**config.mk**
```make
export PLATFORM = sky130hd
export DESIGN_NAME = pipe_ctrl
export DESIGN_NICKNAME = d
export VERILOG_FILES = /design/src/rtl/pipe_ctrl_pkg.sv /design/src/rtl/pipe_hazard_det.sv /design/src/rtl/pipe_ctrl.sv
export SDC_FILE = /design/constraint.sdc
export NUM_CORES = 1
export LEC_CHECK = 0
export ABC_AREA = 1
export BUFFER_PORTS_ARGS = -buffer_cell sky130_fd_sc_hd__buf_4
export CAP_MARGIN = 20
export CORE_ASPECT_RATIO = 1.2
export CORE_MARGIN = 2
export CORE_UTILIZATION = 58
export CTS_BUF_LIST = sky130_fd_sc_hd__clkbuf_4 sky130_fd_sc_hd__clkbuf_8 sky130_fd_sc_hd__clkbuf_16
export CTS_CLUSTER_SIZE = 12
export DETAILED_ROUTE_END_ITERATION = 8
export MAX_ROUTING_LAYER = met4
export PLACE_DENSITY = 0.88
export SYNTH_ARGS = -nofsm -noshare
export SYNTH_HDL_FRONTEND = slang
export SYNTH_HIERARCHICAL = 1
export SYNTH_SLANG_ARGS = --single-unit
```
**constraint.sdc**
```tcl
create_clock -name clk -period 5 [get_ports clk]
set_clock_uncertainty 0.1 [all_clocks]
set_input_delay 1.25 -clock clk [delete_from_list [all_inputs] [get_ports clk]]
set_output_delay 1.25 -clock clk [all_outputs]
set_load 0.05 [all_outputs]
```
**src/rtl/pipe_ctrl_pkg.sv**
```systemverilog
// Shared types and constants for the pipeline controller.
// Holds the FSM state enum, the stage indices and the default widths.
package pipe_ctrl_pkg;

  localparam int unsigned RegAwDefault = 5;
  localparam int unsigned CntWDefault  = 16;

  localparam int unsigned NumStages = 5;
  localparam int unsigned StageIf   = 0;
  localparam int unsigned StageId   = 1;
  localparam int unsigned StageEx   = 2;
  localparam int unsigned StageMem  = 3;
  localparam int unsigned StageWb   = 4;

  typedef enum logic [2:0] {
    StIdle,
    StFill,
    StRun,
    StDrain,
    StDone
  } pipe_state_e;

  typedef logic [NumStages-1:0] stage_vec_t;

  // Shift a new stage-occupancy bit in at IF; the oldest bit drops off past WB.
  function automatic stage_vec_t stage_shift(input stage_vec_t v, input logic fill_bit);
    return {v[NumStages-2:0], fill_bit};
  endfunction

endpackage

```
**src/rtl/pipe_hazard_det.sv**
```systemverilog
// Load-use hazard detector: an EX-stage load whose destination is read by
// the instruction in ID, while both stages hold live instructions.
module pipe_hazard_det
  import pipe_ctrl_pkg::*;
#(
  parameter int unsigned REG_AW = RegAwDefault
) (
  input  logic [REG_AW-1:0] id_rs,
  input  logic [REG_AW-1:0] id_rt,
  input  logic              id_uses_rt,
  input  logic              ex_mem_read,
  input  logic [REG_AW-1:0] ex_rt,
  input  stage_vec_t        stage_en,
  output logic              load_use
);

  logic rs_hit;
  logic rt_hit;
  logic stages_live;

  always_comb begin
    rs_hit      = (ex_rt == id_rs);
    rt_hit      = id_uses_rt & (ex_rt == id_rt);
    stages_live = stage_en[StageId] & stage_en[StageEx];
    // Register 0 is hardwired to zero, so a load into it never creates a dependency.
    load_use    = ex_mem_read & (ex_rt != '0) & (rs_hit | rt_hit) & stages_live;
  end

endmodule

```
**src/rtl/pipe_ctrl.sv**
```systemverilog
// Five-stage pipeline controller: fill/run/drain sequencing, load-use stall,
// branch flush, memory freeze and saturating stall/flush statistics.
module pipe_ctrl
  import pipe_ctrl_pkg::*;
#(
  parameter int unsigned REG_AW = RegAwDefault,
  parameter int unsigned CNT_W  = CntWDefault
) (
  input  logic                 clk,
  input  logic                 reset,
  input  logic                 valid,
  input  logic                 opr_finished,
  input  logic [REG_AW-1:0]    id_rs,
  input  logic [REG_AW-1:0]    id_rt,
  input  logic                 id_uses_rt,
  input  logic                 ex_mem_read,
  input  logic [REG_AW-1:0]    ex_rt,
  input  logic                 ex_branch_taken,
  input  logic                 mem_busy,
  output logic [NumStages-1:0] stage_en,
  output logic                 pc_write,
  output logic                 ifid_write,
  output logic                 idex_bubble,
  output logic                 ifid_flush,
  output logic                 hazard,
  output logic                 done,
  output logic [CNT_W-1:0]     stall_cnt,
  output logic [CNT_W-1:0]     flush_cnt
);

  pipe_state_e      state_q, state_d;
  stage_vec_t       stage_q, stage_d;
  logic [CNT_W-1:0] stall_cnt_q, stall_cnt_d;
  logic [CNT_W-1:0] flush_cnt_q, flush_cnt_d;

  logic load_use_raw;
  logic live;
  logic branch;
  logic stall;
  logic in_pipe;
  logic fetching;

  pipe_hazard_det #(
    .REG_AW (REG_AW)
  ) u_hazard_det (
    .id_rs       (id_rs),
    .id_rt       (id_rt),
    .id_uses_rt  (id_uses_rt),
    .ex_mem_read (ex_mem_read),
    .ex_rt       (ex_rt),
    .stage_en    (stage_q),
    .load_use    (load_use_raw)
  );

  // Control outputs; a frozen or resetting pipe asserts no control action.
  always_comb begin
    live     = reset & ~mem_busy;
    in_pipe  = (state_q == StFill) | (state_q == StRun) | (state_q == StDrain);
    fetching = (state_q == StFill) | (state_q == StRun);

    // A taken branch discards the ID instruction, so its load-use stall is moot.
    branch = live & ex_branch_taken & stage_q[StageEx];
    stall  = live & load_use_raw & ~branch;

    hazard      = stall;
    ifid_flush  = branch;
    idex_bubble = stall | branch;
    pc_write    = live & fetching & ~stall;
    ifid_write  = live & in_pipe & ~stall;

    stage_en  = mem_busy ? '0 : stage_q;
    done      = (state_q == StDone);
    stall_cnt = stall_cnt_q;
    flush_cnt = flush_cnt_q;
  end

  // Sequencing; everything holds while the memory freezes the pipe.
  always_comb begin
    state_d = state_q;
    stage_d = stage_q;

    if (!mem_busy) begin
      unique case (state_q)
        StIdle, StDone: begin
          if (valid) begin
            state_d = StFill;
            stage_d = stage_shift('0, 1'b1);
          end
        end
        StFill: begin
          stage_d = stage_shift(stage_q, 1'b1);
          if (stage_d == '1) begin
            state_d = StRun;
          end
        end
        StRun: begin
          if (opr_finished) begin
            state_d = StDrain;
            stage_d = stage_shift(stage_q, 1'b0);
          end
        end
        StDrain: begin
          if (stage_q == '0) begin
            state_d = StDone;
          end else begin
            stage_d = stage_shift(stage_q, 1'b0);
          end
        end
        default: begin
          state_d = StIdle;
          stage_d = '0;
        end
      endcase
    end
  end

  // Saturating statistics; stall and branch are already gated by the freeze.
  always_comb begin
    stall_cnt_d = stall_cnt_q;
    flush_cnt_d = flush_cnt_q;
    if (stall && (stall_cnt_q != '1)) begin
      stall_cnt_d = stall_cnt_q + CNT_W'(1);
    end
    if (branch && (flush_cnt_q != '1)) begin
      flush_cnt_d = flush_cnt_q + CNT_W'(1);
    end
  end

  always_ff @(posedge clk) begin
    if (!reset) begin
      state_q     <= StIdle;
      stage_q     <= '0;
      stall_cnt_q <= '0;
      flush_cnt_q <= '0;
    end else begin
      state_q     <= state_d;
      stage_q     <= stage_d;
      stall_cnt_q <= stall_cnt_d;
      flush_cnt_q <= flush_cnt_d;
    end
  end

endmodule
```
==> impl_metrics.py <==
metrics = {
    "outcome": {
        "outcome": "finished clean",
    },
    "cells_and_area": {
        "nNetsFinal": 533,
        "antennaDiodeCount": 0,
        "layout.cells.non_filler": 567,
        "drive_above_1_share_pct": 24.2,
        "area_growth_pct": 21.0,
    },
    "worst_setup_path": {
        "rr_worst_depth": 7,
        "worstPathCellList": "buf_4 > inv_2 > nand2_1 > nand2_1 > nor2_2 > nand3_1 > a21oi_1 > nand3_4 > inv_2 > nor3_1 > buf_4",
        "setup.worst_path.class": "in2out",
        "r2r_end": "flush_cnt[11]",
        "crit_slowest_cell": "a21oi_1",
        "crit_path_start_kind": "input port",
        "crit_path_max_incr_delay_ns": 0.32,
        "r2r-start": "flush_cnt[0]",
        "required_ns": 3.65,
        "cp_max_fo": 5,
        "ff2ff_setup_slack_ns": 3.07,
        "critPathArrivalTime_ns": 2.50,
        "worstSetupEndpointType": "primary output",
    },
    "sta": {
        "fin_crit_ns": 3.85,
        "hold_viol": 0,
        "worst_pin_slew_ns": 0.852,
        "fmax_mhz": 260,
        "worst_slack_ns": 1.15,
        "rsz0062_at_grt": "false",
        "setup_tns_ns": 0,
        "setup_viol": 0,
        "period_share_pct": 77.0,
        "slew_violations": 0,
        "slew_headroom_pct": 43.1,
    },
    "yosys": {
        "netlist_area_um2": 2750,
        "synth_fp_nets": 469,
        "synth_largest_area_cell": "dfxtp_1",
        "synth_edf_count": 0,
        "synth.most_common_cell": "nand2_1",
        "syn_avg_cell_area_um2": 6.19,
        "synth_top_area_share_pct": 29.1,
        "yosysWarningCount": 6,
        "yosys-top-cells-count": "nand2_1 (144), nor2_1 (73), inv_1 (46)",
        "synthDistinctLibCells": 28,
        "yosys_most_used_dff": "dfxtp_1",
        "ys_top_cells_by_area": "dfxtp_1 (29%), nand2_1 (20%), nor2_1 (10%), inv_1 (6.3%), nand3_1 (4.9%)",
        "synthArstFlopShare_pct": 0,
        "ys_seq_area_share_pct": 29.1,
        "synth-seq-cells": 40,
        "syn_inst": 444,
    },
    "cts": {
        "cts_tree": "built",
        "clock-sinks": 40,
        "cts_root_buf": "clkbuf_8",
        "cts.reportedPaths.clkPinSlew_ns": 0.08,
        "htree_levels": 2,
        "cts_max_path_buffers": 2,
        "cts_setup_buffers": 0,
        "ctsHoldBuffers": 0,
        "cts_resized": 0,
        "insertion_delay_ns": 0.30,
        "cts_buffers": 5,
    },
    "flow_run": {
        "maxCapViolCount": 0,
    },
    "routing": {
        "wl_per_cell_um": 10.8,
        "vias": 2823,
        "drt_iter0_drc": 147,
        "via_per_inst": 4.98,
        "totalWireLength_um": 6140,
        "drc_errors": 0,
        "ant_nets": 0,
        "first_pass_iters": 4,
    },
    "global_route": {
        "grt_antenna_before_repair": 0,
        "grt_usage_pct": 25.1,
        "grt_pass1_vias": 2585,
        "grt_max_degree": 22,
        "grt_pass1_wl_um": 10300,
        "overflow": 0,
    },
    "placement": {
        "gp_congestion": 0.863,
        "port_buffers": 65,
        "dp_hpwl_um": 4620,
        "dp_slack_ns": 1.16,
        "dp_cells": 559,
    },
    "floorplanning": {
        "initial_core_util_pct": 59.9,
        "die_y_um": 79.4,
        "coreArea_um2": 4590,
        "dieArea_um2": 5310,
        "die_x_um": 66.9,
        "pin_count": 66,
        "rows": 27,
    },
    "hold_path": {
        "hold_path_depth": 2,
        "holdPathEnd": "stage_q[4]",
        "worstHoldStart": "stage_q[4]",
        "hold_path_class": "reg2reg",
    },
    "power_and_ir_drop": {
        "p_leak_nw": 1.54,
        "power_density_nw_per_um2": 206,
        "ir_worst_vdd_uv": 223,
    },
}
## critical path, delay by kind of cell
kind,cells,cell delay (ns)
AOI/OAI and AO/OA,1,0.32
buffers and inverters,4,0.44
and+or+nand+nor,6,0.49
## logic make-up after synthesis
logic type                 count (synthesis)  synth area share, %
buffers and inverters                     63                 10.2
xor gates and xnor gates                  13                 4.14
DFF                                       40                 29.1
and+or+nand+nor                          293                 48.0
AOI/OAI and AO/OA                         33                 7.64
adders and majority gates                  2                0.910
## final cells by class
class | instances | area, um^2
multi-input cells | 341 | 1670
clock inverters | 3 | 18.8
flip-flops and latches | 40 | 801
repair buffers | 65 | 488
inverters | 55 | 211
clock buffers | 5 | 68.8
well taps | 58 | 72.6
fillers | 403 | 1270
## routing by layer
metal	vias up	share of wire (%)	GRT usage [%]
li1	1506	-	-
met1	1251	44	26.1
met2	55	50	46.2
met3	11	4.3	5.22
met4	0	1.9	8.57
met5	-	0	-
## placed cells by master, fill, tap and decap left out, drive strengths merged
cell type,count
nand4,15
inv,55
clkbuf,5
o21ai,7
nor3,1
nand2,160
nor2,85
clkinv,3
xnor2,6
nand3,28
nor3b,1
a21oi,26
ha,2
dfxtp,40
buf,65
xor2,7
nand3b,3
## power by group
part	switching (mW)	total [mW]	internal, mW
Clock	0.120	0.217	0.0973
Sequential	0.00795	0.335	0.327
Combinational	0.0872	0.132	0.0451
Total	0.215	0.685	0.470
## through the flow
step / utilization [%] / hold WS (ns) / area [um^2] / power, mW
3_3_place_gp: 70.5 / 0.367 / 3240 / 0.472
4_1_cts: 72.4 / 0.392 / 3330 / 0.687
5_1_grt: 72.4 / 0.432 / 3330 / 0.715
2_1_floorplan: - / 0.355 / 2750 / 0.434
6_report: 72.4 / 0.388 / 3330 / 0.685
3_5_place_dp: 70.5 / 0.381 / 3240 / 0.475
## registers in the layout, summed over array words and instances, names as in the netlist
register and count:
stage_q 5, stall_cnt 16, flush_cnt 16, state_q 3
## how the worst max path moves through the flow
stage / start / endpoint / slack (ns) / cells past startpoint
after floorplan: id_rt[0] / ifid_write / 0.72 / 9
after global placement: ex_rt[0] / ifid_write / 1.22 / 10
after detailed placement: ex_rt[0] / ifid_write / 1.16 / 10
after CTS: ex_rt[0] / ifid_write / 1.15 / 10
after global routing: ex_rt[4] / ifid_write / 1.05 / 11
final: ex_rt[4] / ifid_write / 1.15 / 11
No activity file was read; power rests on OpenSTA's default activity.
